<file path="src/rtl/mf_peak_detect.sv">
// mf_peak_detect: correlation-peak detector for the Re/Im matched-filter outputs.
// Forms |re|+|im|, waits for the first threshold crossing, takes the maximum over
// a fixed window of valid samples, reports it, then blanks for a guard interval.
module mf_peak_detect #(
    parameter int W3    = 32,
    parameter int WIN   = 16,
    parameter int GUARD = 64,
    parameter int CW    = 16
) (
    input  logic          clk,
    input  logic          rst_n,
    input  logic [W3-1:0] re_in,
    input  logic [W3-1:0] im_in,
    input  logic          en_in,
    input  logic [W3:0]   thresh,
    output logic          peak_valid,
    output logic [W3:0]   peak_mag,
    output logic [CW-1:0] peak_idx,
    output logic          busy
);

    // Counter widths leave headroom so WIN=1 / GUARD=0 still give legal vectors
    localparam int WCW = $clog2(WIN + 2);
    localparam int GCW = $clog2(GUARD + 2);

    localparam logic [WCW-1:0] WIN_LAST   = WCW'(WIN - 1);
    localparam logic [GCW-1:0] GUARD_LAST = GCW'(GUARD - 1);

    localparam logic [1:0] S_IDLE   = 2'd0;
    localparam logic [1:0] S_SEARCH = 2'd1;
    localparam logic [1:0] S_GUARD  = 2'd2;

    logic [W3-1:0]  a_re;
    logic [W3-1:0]  a_im;
    logic           v1;
    logic [W3:0]    mag;
    logic           mag_v;
    logic [CW-1:0]  idx;
    logic [CW-1:0]  sample_cnt;
    logic [1:0]     state;
    logic [W3:0]    best;
    logic [CW-1:0]  best_idx;
    logic [WCW-1:0] win_cnt;
    logic [GCW-1:0] guard_cnt;
    logic           upd;
    logic [W3:0]    cand_mag;
    logic [CW-1:0]  cand_idx;

    // Stage 1: absolute values; the most negative input maps to 2^(W3-1) unsigned
    always_ff @(posedge clk or negedge rst_n) begin
        if (!rst_n) begin
            a_re <= '0;
            a_im <= '0;
            v1   <= 1'b0;
        end else begin
            a_re <= re_in[W3-1] ? ({W3{1'b0}} - re_in) : re_in;
            a_im <= im_in[W3-1] ? ({W3{1'b0}} - im_in) : im_in;
            v1   <= en_in;
        end
    end

    // Stage 2: one-bit-wider sum and sample index tagging of each valid magnitude
    always_ff @(posedge clk or negedge rst_n) begin
        if (!rst_n) begin
            mag        <= '0;
            mag_v      <= 1'b0;
            idx        <= '0;
            sample_cnt <= '0;
        end else begin
            mag   <= {1'b0, a_re} + {1'b0, a_im};
            mag_v <= v1;
            if (v1) begin
                idx        <= sample_cnt;
                sample_cnt <= sample_cnt + CW'(1);
            end
        end
    end

    // Running maximum including the current sample; strict compare keeps the earliest tie
    always_comb begin
        upd      = (mag > best);
        cand_mag = upd ? mag : best;
        cand_idx = upd ? idx : best_idx;
    end

    // Detection FSM advances only on valid magnitudes so en_in gaps stall all counts
    always_ff @(posedge clk or negedge rst_n) begin
        if (!rst_n) begin
            state      <= S_IDLE;
            best       <= '0;
            best_idx   <= '0;
            win_cnt    <= '0;
            guard_cnt  <= '0;
            peak_valid <= 1'b0;
            peak_mag   <= '0;
            peak_idx   <= '0;
        end else begin
            peak_valid <= 1'b0;
            if (mag_v) begin
                case (state)
                    S_IDLE: begin
                        if (mag > thresh) begin
                            best     <= mag;
                            best_idx <= idx;
                            win_cnt  <= WCW'(1);
                            if (WIN == 1) begin
                                peak_valid <= 1'b1;
                                peak_mag   <= mag;
                                peak_idx   <= idx;
                                guard_cnt  <= '0;
                                state      <= (GUARD == 0) ? S_IDLE : S_GUARD;
                            end else begin
                                state <= S_SEARCH;
                            end
                        end
                    end
                    S_SEARCH: begin
                        best     <= cand_mag;
                        best_idx <= cand_idx;
                        win_cnt  <= win_cnt + WCW'(1);
                        if (win_cnt == WIN_LAST) begin
                            peak_valid <= 1'b1;
                            peak_mag   <= cand_mag;
                            peak_idx   <= cand_idx;
                            guard_cnt  <= '0;
                            state      <= (GUARD == 0) ? S_IDLE : S_GUARD;
                        end
                    end
                    S_GUARD: begin
                        guard_cnt <= guard_cnt + GCW'(1);
                        if (guard_cnt == GUARD_LAST) begin
                            state <= S_IDLE;
                        end
                    end
                    default: begin
                        state <= S_IDLE;
                    end
                endcase
            end
        end
    end

    assign busy = (state != S_IDLE);

endmodule

</file>
<file path="config.mk">
export PLATFORM = sky130hd
export DESIGN_NAME = mf_peak_detect
export DESIGN_NICKNAME = d
export VERILOG_FILES = /design/src/rtl/mf_peak_detect.sv
export SDC_FILE = /design/constraint.sdc
export NUM_CORES = 1
export LEC_CHECK = 0
export ABC_CLOCK_PERIOD_IN_PS = 3700
export BUFFER_PORTS_ARGS = -buffer_cell sky130_fd_sc_hd__buf_2
export CAP_MARGIN = 0
export CORE_ASPECT_RATIO = 2
export CORE_UTILIZATION = 50
export CTS_CLUSTER_DIAMETER = 200
export DETAILED_ROUTE_END_ITERATION = 6
export GPL_ROUTABILITY_DRIVEN = 0
export PLACE_DENSITY = 0.7
export REMOVE_ABC_BUFFERS = 1
export SETUP_SLACK_MARGIN = 0.1
export SYNTH_ARGS = -nofsm -noshare
export SYNTH_HDL_FRONTEND = slang
export SYNTH_SLANG_ARGS = --single-unit
</file>
<file path="constraint.sdc">
create_clock -name clk -period 3.7 [get_ports clk]
set_input_delay 0 -clock clk [delete_from_list [all_inputs] [get_ports clk]]
set_output_delay 0 -clock clk [all_outputs]
set_load 0.01 [all_outputs]
</file>
==> results.cfg <==
[global_routing]
antenna_found_initial = 1
grt_pass1_vias = 10100
overflow = 0
grt_pass1_wl_um = 47400
grt_usage_pct = 22.8
grt_max_degree = 90

[routing]
num_vias = 9789
ant_nets = 0
drt_iter0_drc = 387
wl_per_cell_um = 15.9
first_pass_iters = 4
viasPerCell = 5.36
drt-total-wl_um = 29100
post-route-drc-count = 0

[sta]
slew_violations = 0
finalSetupViolCount = 0
fin_crit_sh_pct = 94.0
worst_slew_pin_slew_ns = 0.628
hold_viol = 0
max-slew-margin-rel_pct = 58.2
fin_ws_ns = 0.221
fin_skew_ns = 0.0217
layout_min_cycle_time_ns = 3.48
timing.fmax_ghz = 0.287
rsz0062_at_grt = false

[synth]
syn_inst = 1216
synth.most_common_cell = dfrtp_1
seq_area_frac_synth_pct = 46.9
synthFlopType = dfrtp_1
synth_top_area_share_pct = 46.9
synth_area_leaders = dfrtp_1 (47%), ha_1 (10%), mux2_2 (5.7%)
yosysTopAreaCell = dfrtp_1
synth-edff-count = 0
synth.avg_cell_area_um2 = 10.7
synthArstFlopShare_pct = 100
yosys_warnings = 0
ys_types = 62
ys_ff_latch = 244
syn_area_um2 = 13000
synthTopCellsByCount = dfrtp_1 (244), nand2_1 (106), ha_1 (104)

[critical_path]
worstPathRequired_ns = 4.16
worstPathMaxFanout = 4
worstPathArrival_ns = 3.94
endpoint_kind = register
critical_path_class = in -> reg
startpoint_type = primary input

[placement]
hpwl_um = 21900
port_buffers = 150
postPlaceCellArea_um2 = 14200
dpl_worst_slack_ns = 0.306

[clock_network]
cts-root-buf = clkbuf_16
worst_skew_pair.late_latency_ns = 0.52
clk_pin_slew_ns = 0.07
tritoncts = done
cts_max_path_buffers = 3
cts_sinks = 244
cts_buffers = 21
postCtsSetupBuffers = 0
htree_levels = 1

[floorplanning]
initial_core_util_pct = 50.7
die_x_um = 116
fp-row-count = 83
fp.dieArea_um2 = 26700
ios = 151
die_height_um = 230
coreArea_um2 = 25700

[layout]
final_cell_area_um2 = 16000
nets = 1677
n_antenna_cell = 0
layout-drive-gt1-share_pct = 18.8
syn_to_final_growth_pct = 23.1

[worst_hold_path]
hold_path_class = in -> reg

[power_and_ir_drop]
leakage_nw = 7.81
ir_drop_v = 0.000747
p_per_area_nw_per_um2 = 658

[run]
max_cap_violations = 0

[status]
status = finished clean
-- placed cells by master, fill, tap and decap left out, types with 9 or more instances in the layout --
cell / Yosys / final
ha_1: 104 / 104
a21oi_1: 50 / 49
o31ai_1: 17 / 17
o21ai_0: 93 / 93
dlygate4sd3_1: 0 / 106
buf_4: 0 / 9
a21o_1: 42 / 42
xnor2_1: 81 / 81
o41ai_1: 10 / 10
nor3_1: 10 / 10
mux2i_1: 49 / 49
xor2_1: 19 / 19
buf_2: 3 / 149
or3_1: 12 / 12
nand2_1: 106 / 105
clkbuf_16: 0 / 21
nand4_1: 24 / 24
mux2_2: 66 / 66
inv_1: 85 / 85
dfrtp_1: 244 / 244
nand3_1: 22 / 22
nor4_1: 11 / 11
nor2_1: 38 / 38
or4_1: 10 / 10
-- report_power, final --
| part | internal (W) | switching, W |
|---|---|---|
| logic | 0.00202 | 0.00216 |
| registers | 0.00339 | 0.000573 |
| clock network | 0.00142 | 0.000987 |
-- area by class of cell --
type | instances | area [um^2]
Clock buffer | 27 | 588
Inverter | 85 | 319
Timing Repair Buffer | 268 | 1950
Sequential cell | 244 | 6110
Fill cell | 2126 | 9620
Clock inverter | 10 | 168
Multi-Input combinational cell | 852 | 6470
Tap cell | 340 | 425
-- state kept, by name, indices dropped and copies added, names as in the netlist, 7 cells and up --
| name | count |
|---|---|
| idx | 16 |
| best_idx | 16 |
| mag | 33 |
| guard_cnt | 7 |
| sample_cnt | 16 |
| peak_idx | 16 |
| peak_mag | 33 |
| best | 33 |
| a_im | 32 |
| a_re | 32 |
-- logic make-up after synthesis --
group | Yosys count | share of synthesized area [%]
AOI/OAI and AO/OA | 264 | 13.1
xor gates and xnor gates | 100 | 6.73
adders and majority gates | 105 | 10.1
buffers and inverters | 120 | 3.49
DFF | 244 | 46.9
muxes | 115 | 9.48
and+or+nand+nor | 268 | 10.1
-- metal layers --
layer	up-vias	global-route usage, %	wire (um)
met5	-	0	9
li1	4818	-	-
met2	180	45.0	16700
met3	74	2.85	906
met1	4715	21.8	10000
met4	2	12.4	1470
-- path summary, 6_finish.rpt --
check | start | to | slack, ns | cells past startpoint
max in group asynchronous | rst_n | a_im[12] | 2.66 | 3
worst min register to register | peak_idx[3] | peak_idx[3] | 0.47 | 2
worst max-delay path | im_in[8] | a_im[29] | 0.22 | 11
worst min-delay path | im_in[31] | a_im[26] | 0.03 | 3
min in group asynchronous | rst_n | peak_mag[13] | 0.06 | 2
worst max register to register | mag[32] | best[10] | 0.31 | 9
-- critical path: stages --
cell and delay [ns]:
dlygate4sd3_1 0.53, buf_2 0.14, or4_4 0.55, or4_4 0.44
or3_1 0.40, or2_1 0.28, or3_4 0.35, or2_4 0.26
o41ai_4 0.22, xnor2_1 0.17, dlygate4sd3_1 0.58
-- per-stage QoR --
step	hold WS, ns	TNS (ns)	std cells	power (W)	util [%]
2_1_floorplan	-0.296	-233.71	1181	0.00656	-
3_3_place_gp	0.0350	0	1683	0.00795	55.4
3_5_place_dp	0.0390	0	1683	0.00811	55.4
4_1_cts	0.0153	0	1826	0.0106	62.5
5_1_grt	0.0360	0	1826	0.0113	62.5
6_report	0.0287	0	1826	0.0105	62.5
-- timing repair --
item,4_1_cts,5_1_grt
gates resized for setup,0,0
hold endpoints to repair,144,0
hold buffers,106,0
Note: power is estimated with default switching activity, not from simulation.
